### config.mk
export PLATFORM = sky130hd
export DESIGN_NAME = matrix_loader_flat
export DESIGN_NICKNAME = d
export VERILOG_FILES = /design/src/rtl/matrix_loader_if.sv /design/src/rtl/matrix_loader.sv /design/src/flat_wrapper.sv
export SDC_FILE = /design/constraint.sdc
export NUM_CORES = 1
export LEC_CHECK = 0
export CORE_ASPECT_RATIO = 0.5
export CORE_UTILIZATION = 46
export DETAILED_ROUTE_END_ITERATION = 10
export GPL_TIMING_DRIVEN = 0
export PLACE_DENSITY = 0.78
export REMOVE_ABC_BUFFERS = 1
export SETUP_SLACK_MARGIN = 0.4
export SLEW_MARGIN = 20
export SYNTH_ARGS = -nofsm -noshare
export SYNTH_HDL_FRONTEND = slang
export SYNTH_SLANG_ARGS = --single-unit
### constraint.sdc
create_clock -name clk -period 5.2 [get_ports clk]
set_clock_uncertainty 0.15 [all_clocks]
set_input_delay 0.78 -clock clk [delete_from_list [all_inputs] [get_ports clk]]
set_output_delay 0.78 -clock clk [all_outputs]
set_load 0.1 [all_outputs]
### src/rtl/matrix_loader_if.sv
// Handshake and operand bundle between the byte-stream feeder, matrix_loader
// and matrix_mult. The master side drives the byte stream and mm_done; the
// slave side (matrix_loader) drives ready, operands, start, busy and err.
interface matrix_loader_if #(
   parameter int DIM = 8,
   parameter int DW  = 8
);
   logic                             in_valid;
   logic [DW-1:0]                    in_data;
   logic                             in_ready;
   logic [DIM-1:0][DIM-1:0][DW-1:0]  a_data;
   logic [DIM-1:0][DW-1:0]           b_data;
   logic                             start;
   logic                             mm_done;
   logic                             busy;
   logic                             err;

   modport master (
      output in_valid, in_data, mm_done,
      input  in_ready, a_data, b_data, start, busy, err
   );

   modport slave (
      input  in_valid, in_data, mm_done,
      output in_ready, a_data, b_data, start, busy, err
   );
endinterface

### src/rtl/matrix_loader.sv
// matrix_loader: assembles a DIM x DIM matrix A (row-major) and a DIM-element
// vector B from a valid/ready byte stream, pulses start to matrix_mult for one
// cycle and holds the operands until mm_done.
// Optional feature: define LOADER_CHECKSUM_EN to require a trailer byte equal
// to the mod-2^DW sum of all A and B bytes before start is issued.
module matrix_loader #(
   parameter int DIM = 8,
   parameter int DW  = 8
) (
   input  logic             clk,
   input  logic             rst,
   input  logic             clr,
   matrix_loader_if.slave   bus
);
   localparam int IDX_W = $clog2(DIM*DIM+1);
   localparam int RC_W  = (DIM > 1) ? $clog2(DIM) : 1;
   localparam logic [IDX_W-1:0] LAST_A = IDX_W'(DIM*DIM-1);
   localparam logic [IDX_W-1:0] LAST_B = IDX_W'(DIM-1);

   typedef enum logic [2:0] {
      S_LOAD_A,
      S_LOAD_B,
`ifdef LOADER_CHECKSUM_EN
      S_CHK,
`endif
      S_FIRE,
      S_WAIT
   } state_t;

   state_t                           state_q, state_d;
   logic [IDX_W-1:0]                 idx_q, idx_d;
   logic [DIM-1:0][DIM-1:0][DW-1:0]  a_q, a_d;
   logic [DIM-1:0][DW-1:0]           b_q, b_d;
   logic                             busy_q, busy_d;
`ifdef LOADER_CHECKSUM_EN
   logic [DW-1:0]                    sum_q, sum_d;
   logic                             err_q, err_d;
`endif

   logic              beat;
   logic [RC_W-1:0]   row;
   logic [RC_W-1:0]   col;

   // Ready and start are pure decodes of the registered state, so start has
   // no combinational path from the upstream inputs.
`ifdef LOADER_CHECKSUM_EN
   assign bus.in_ready = (state_q == S_LOAD_A) || (state_q == S_LOAD_B) || (state_q == S_CHK);
   assign bus.err      = err_q;
`else
   assign bus.in_ready = (state_q == S_LOAD_A) || (state_q == S_LOAD_B);
   assign bus.err      = 1'b0;
`endif
   assign bus.start  = (state_q == S_FIRE);
   assign bus.busy   = busy_q;
   assign bus.a_data = a_q;
   assign bus.b_data = b_q;

   assign beat = bus.in_valid & bus.in_ready;
   assign row  = RC_W'(idx_q / IDX_W'(DIM));
   assign col  = RC_W'(idx_q % IDX_W'(DIM));

   // Next-state, index, operand and status computation; clr overrides everything.
   always_comb begin
      state_d = state_q;
      idx_d   = idx_q;
      a_d     = a_q;
      b_d     = b_q;
      busy_d  = busy_q;
`ifdef LOADER_CHECKSUM_EN
      sum_d   = sum_q;
      err_d   = err_q;
`endif
      if (clr) begin
         state_d = S_LOAD_A;
         idx_d   = '0;
         a_d     = '0;
         b_d     = '0;
         busy_d  = 1'b0;
`ifdef LOADER_CHECKSUM_EN
         sum_d   = '0;
         err_d   = 1'b0;
`endif
      end else begin
         case (state_q)
            S_LOAD_A: begin
               if (beat) begin
                  if (idx_q == '0) busy_d = 1'b1;
                  a_d[row][col] = bus.in_data;
`ifdef LOADER_CHECKSUM_EN
                  sum_d = sum_q + bus.in_data;
`endif
                  if (idx_q == LAST_A) begin
                     idx_d   = '0;
                     state_d = S_LOAD_B;
                  end else begin
                     idx_d = idx_q + IDX_W'(1);
                  end
               end
            end
            S_LOAD_B: begin
               if (beat) begin
                  b_d[col] = bus.in_data;
`ifdef LOADER_CHECKSUM_EN
                  sum_d = sum_q + bus.in_data;
`endif
                  if (idx_q == LAST_B) begin
                     idx_d = '0;
`ifdef LOADER_CHECKSUM_EN
                     state_d = S_CHK;
`else
                     state_d = S_FIRE;
`endif
                  end else begin
                     idx_d = idx_q + IDX_W'(1);
                  end
               end
            end
`ifdef LOADER_CHECKSUM_EN
            S_CHK: begin
               if (beat) begin
                  if (bus.in_data == sum_q) begin
                     state_d = S_FIRE;
                  end else begin
                     // No start will follow, so no mm_done will ever clear busy.
                     err_d   = 1'b1;
                     busy_d  = 1'b0;
                     sum_d   = '0;
                     state_d = S_LOAD_A;
                  end
               end
            end
`endif
            S_FIRE: begin
               state_d = S_WAIT;
            end
            S_WAIT: begin
               if (bus.mm_done) begin
                  busy_d  = 1'b0;
                  state_d = S_LOAD_A;
`ifdef LOADER_CHECKSUM_EN
                  sum_d   = '0;
`endif
               end
            end
            default: begin
               state_d = S_LOAD_A;
               idx_d   = '0;
            end
         endcase
      end
   end

   // State and operand registers; rst restores every reset value and beats clr.
   always_ff @(posedge clk) begin
      if (rst) begin
         state_q <= S_LOAD_A;
         idx_q   <= '0;
         a_q     <= '0;
         b_q     <= '0;
         busy_q  <= 1'b0;
`ifdef LOADER_CHECKSUM_EN
         sum_q   <= '0;
         err_q   <= 1'b0;
`endif
      end else begin
         state_q <= state_d;
         idx_q   <= idx_d;
         a_q     <= a_d;
         b_q     <= b_d;
         busy_q  <= busy_d;
`ifdef LOADER_CHECKSUM_EN
         sum_q   <= sum_d;
         err_q   <= err_d;
`endif
      end
   end
endmodule
### src/flat_wrapper.sv
// flat-port wrapper written by rule: the top's interface ports become plain ports
module matrix_loader_flat 
#(
   parameter int DIM = 8,
   parameter int DW  = 8
)
  (clk, rst, clr, bus_in_valid, bus_in_data, bus_mm_done, bus_in_ready, bus_a_data, bus_b_data, bus_start, bus_busy, bus_err);
  matrix_loader_if #(.DIM(DIM), .DW(DW)) bus_i ();
  input  logic clk;
  input  logic rst;
  input  logic clr;
  input wire logic [$bits(bus_i.in_valid)-1:0] bus_in_valid;
  input wire logic [$bits(bus_i.in_data)-1:0] bus_in_data;
  input wire logic [$bits(bus_i.mm_done)-1:0] bus_mm_done;
  output wire logic [$bits(bus_i.in_ready)-1:0] bus_in_ready;
  output wire logic [$bits(bus_i.a_data)-1:0] bus_a_data;
  output wire logic [$bits(bus_i.b_data)-1:0] bus_b_data;
  output wire logic [$bits(bus_i.start)-1:0] bus_start;
  output wire logic [$bits(bus_i.busy)-1:0] bus_busy;
  output wire logic [$bits(bus_i.err)-1:0] bus_err;
  assign bus_i.in_valid = bus_in_valid;
  assign bus_i.in_data = bus_in_data;
  assign bus_i.mm_done = bus_mm_done;
  assign bus_in_ready = bus_i.in_ready;
  assign bus_a_data = bus_i.a_data;
  assign bus_b_data = bus_i.b_data;
  assign bus_start = bus_i.start;
  assign bus_busy = bus_i.busy;
  assign bus_err = bus_i.err;
  matrix_loader #(.DIM(DIM), .DW(DW)) u_core (.clk(clk), .rst(rst), .clr(clr), .bus(bus_i));
endmodule
==> metrics.md <==
| Metric | Value |
|---|---|
| Reg2Reg Depth | 7 |
| Netlist cell types | 51 |
| Cell leakage power | 0.01109 µW |
| Final Wtd Congestion | 0.8141 |
| Area Overhead vs Synth | 37.08% |
| First-pass GRT wire length | 101100 µm |
| Sw Ratio | 22.39% |
| WP buf/inv | 3 |
| Clock latency on the worst-skew pair | 570 ps |
| Post-synth EDFFs | 0 |
| PostCTS Resize Cnt | 0 |
| Critical Path Stages | 5 |
| Initial antenna violation count | 1 |
| Post-synthesis async set-or-reset flop share | 0% |
| CTS Sinks | 586 |
| Nets | between 2000 and 3000 |
| Critical Path AT | 2870 ps |
| Die W | 311.5 µm |
| Vias | 16740 |
| Pint | 6813 µW |
| CTS tree | yes |
| Final hold viol count | 0 |
| Endpoint class of the critical path | primary output |
| Prevailing post-synth register cell | dfxtp_1 |
| Critical path type | reg -> out |
| I/O pin total | about 600 |
| Area of the core | 0.04702 mm² |
| GRT overflow | 0 |
| Setup-failing EPs final | 0 |
| Worst rel slew slack | approximately a quarter |
| Crit path max-delay cell type | clkdlybuf4s50_1 |
| Worst-path clk slew | 60 ps |
| Die Y | 156.7 µm |
| Power Dens Cells | about 290 mW/mm² |
| Worst slew pin tran | between 1000 and 1500 ps |
| PortBufs | 591 |
| Max-cap violations | 0 |
| Vias in the first global route | 15530 |
| DP Wirelength | 47920 µm |
| Initial core utilization | 46.85% |
| Share of layout cells above drive strength 1 | 6.679% |
| F_max | 263.1 MHz |
| Comb power frac | roughly 3.7% |
| RSZ-0062 raised after global routing | false |
| Sequential share of power | 51.2% |
| WHS | 329.8 ps |
| # H-tree levels | 2 |
| Worst endpoint required time | 4270 ps |
| Drt via density | 5.161 |
| Clock Tree Buf Depth | 3 |
| CTS Hold Buffers Added | 0 |
| Clk root buf | clkbuf_16 |
| Post-route ant nets | 0 |
| Gate Count Post-Synth | between 2000 and 2500 |
| Max Slew Vio Count | 0 |
| Die ar. | 0.04882 mm² |
| DRT iter0 DRCs | 1088 |
| Worst Hold Class | reg -> reg |
| TritonCTS Buffers | 52 |
| Synth Register Bits | between 500 and 600 |
| Psw | roughly 2000 µW |
| Fin crit share | roughly 73% |
| Cell Area, Synth | between 0.02 and 0.025 mm² |
| VDD IR max | approximately 0.24 mV |
| Status | completed |
| Post-route cell area | 0.03020 mm² |
| CP startpoint kind | flip-flop |
| Clock share of power | a little under half |
| Critical-path cell list | inv_1 -> ha_1 -> nor2_1 -> inv_1 -> clkdlybuf4s50_1 |
| Wire per inst | 21.83 µm |
| Avg Inst Size Synth | 10.61 µm² |
| Crit path time final | 3800 ps |
| Standard-cell rows | between 50 and 60 |
| Final core utilization | 64.23% |
| CP peak stage delay | 1180 ps |
| Crit Path Max Fanout | 8 |
| Largest net degree at the start of global routing | 71 |
| DRC | 0 |
| Delay-heaviest family, CP | buffers and inverters |
| Setup Fix Bufs, Post-CTS | 0 |
| Seq/Total Area, Yosys | between 50% and 60% |
| Synth area leaders | dfxtp_1 53%, mux2i_1 26%, nor2_1 9.9%, nor3_4 3.5%, clkbuf_1 1.7% |
| Hold Crit Depth | 2 |
| Post-DP Area | about 0.028 mm² |
| Cell accounting for the most synthesized area | dfxtp_1 |
| Synth top area share | between 50% and 60% |
| Total Wirelength | 70830 µm |
| Detailed-router iteration count before antenna repair | 6 |
| Synth warnings | 0 |
| Most used cell, CP | inv_1 |
| Overall Global Routing Usage | a little over a quarter |
## path summary, 6_finish.rpt
path	from	to	slack (ps)
max reg2reg	u_core.state_q[0]$_SDFFE_PP0P_	u_core.bus.a_data[292]$_SDFFE_PP0P_	2250
max	u_core.state_q[0]$_SDFFE_PP0P_	bus_in_ready	1400
min	u_core.bus.b_data[58]$_SDFFE_PP0P_	u_core.bus.b_data[58]$_SDFFE_PP0P_	330
min reg2reg	u_core.bus.b_data[58]$_SDFFE_PP0P_	u_core.bus.b_data[58]$_SDFFE_PP0P_	330
## Yosys cell counts, types with 2 or more instances
library cell and instances:
ha_1 7, inv_1 7, or3b_1 3, nand2b_1 2, or4_4 2, buf_4 10
nand2_1 12, buf_2 20, or3_1 3, or4_1 9, xor2_1 4, mux2i_1 568
o21ai_0 9, a21oi_1 12, a31oi_1 2, and3_1 4, nor3_1 2, nand3b_4 3
nor2_1 582, nand3_1 7, nor2_4 4, dfxtp_1 586, buf_6 10, nand3b_1 4
clkbuf_1 101, buf_1 32, nor3_4 48
## power by group through the flow
| stage | clock network (µW) | registers, µW | logic [µW] |
|---|---|---|---|
| 3_3_place_gp | 0 | 4600 | 277 |
| 6_report | 3960 | 4500 | 327 |
| 4_1_cts | 4020 | 4500 | 325 |
| 5_1_grt | 4200 | 4490 | 337 |
| 2_1_floorplan | 0 | 4620 | 91.5 |
| 3_5_place_dp | 0 | 4600 | 324 |
## per-stage QoR
stage | power [µW] | setup TNS (ps) | setup WS, ps | instances
6_report | 8779 | 0 | 1400 | 3244
5_1_grt | 9028 | 0 | 1299 | 3244
4_1_cts | 8837 | 0 | 1391 | 3243
3_5_place_dp | 4922 | 0 | 1649 | 3153
3_3_place_gp | 4874 | -2647540 | -4735 | 3133
2_1_floorplan | 4712 | -703910 | -1397 | 1904
## layout by cell type (no fill, tap or decap), types with 12 or more instances in the layout
cell type	count
dfxtp_1	586
clkdlybuf4s50_1	583
nor2_1	582
mux2i_1	568
clkbuf_16	53
nor3_4	48
buf_16	14
nand2_1	12
a21oi_1	12
## kinds of logic (layout without fill, tap and decap cells)
kind of cell    Yosys count  count (layout)  share of synthesized area [%]
simple gates            699             699                          15.79
flops                   586             586                          53.25
mux                     569             569                          25.86
buf+inv                 180             708                          3.692
compound gates           30              30                         0.7896
fa+ha+maj                 7               7                         0.3976
xor+xnor                  5               5                         0.1988
other cells               1               2                        0.01702
## tightest hold or removal path: cells and delay by family, from the launching register on
family         cells  cell delay [ps]
flip-flops         1              300
AO/OA/AOI/OAI      2              130
## flip-flops by register name (all words and copies together) (netlist names)
signal	count
u_core.bus.a_data	512
u_core.state_q	2
u_core.bus.busy	1
u_core.idx_q	7
u_core.bus.b_data	64
## routing by layer
metal	part of all wire [%]	wire, µm	track usage (%)	vias to the layer above
met5	0	0	0	-
met4	5.5	3912	15.18	0
met3	3.4	2392	3.260	197
met2	52	36810	49.52	478
met1	39	27710	31.64	8181
li1	-	-	-	7885
## cell type report
class	count	area (µm²)
Fill cell	3740	16820
Sequential cell	586	11730
Inverter	7	26.28
Clock buffer	74	1505
Antenna cell	1	2.502
Clock inverter	16	205.2
Tap cell	638	798.3
Timing Repair Buffer	611	6401
Multi-Input combinational cell	1311	9528
Power figures use the tool's default switching activity.
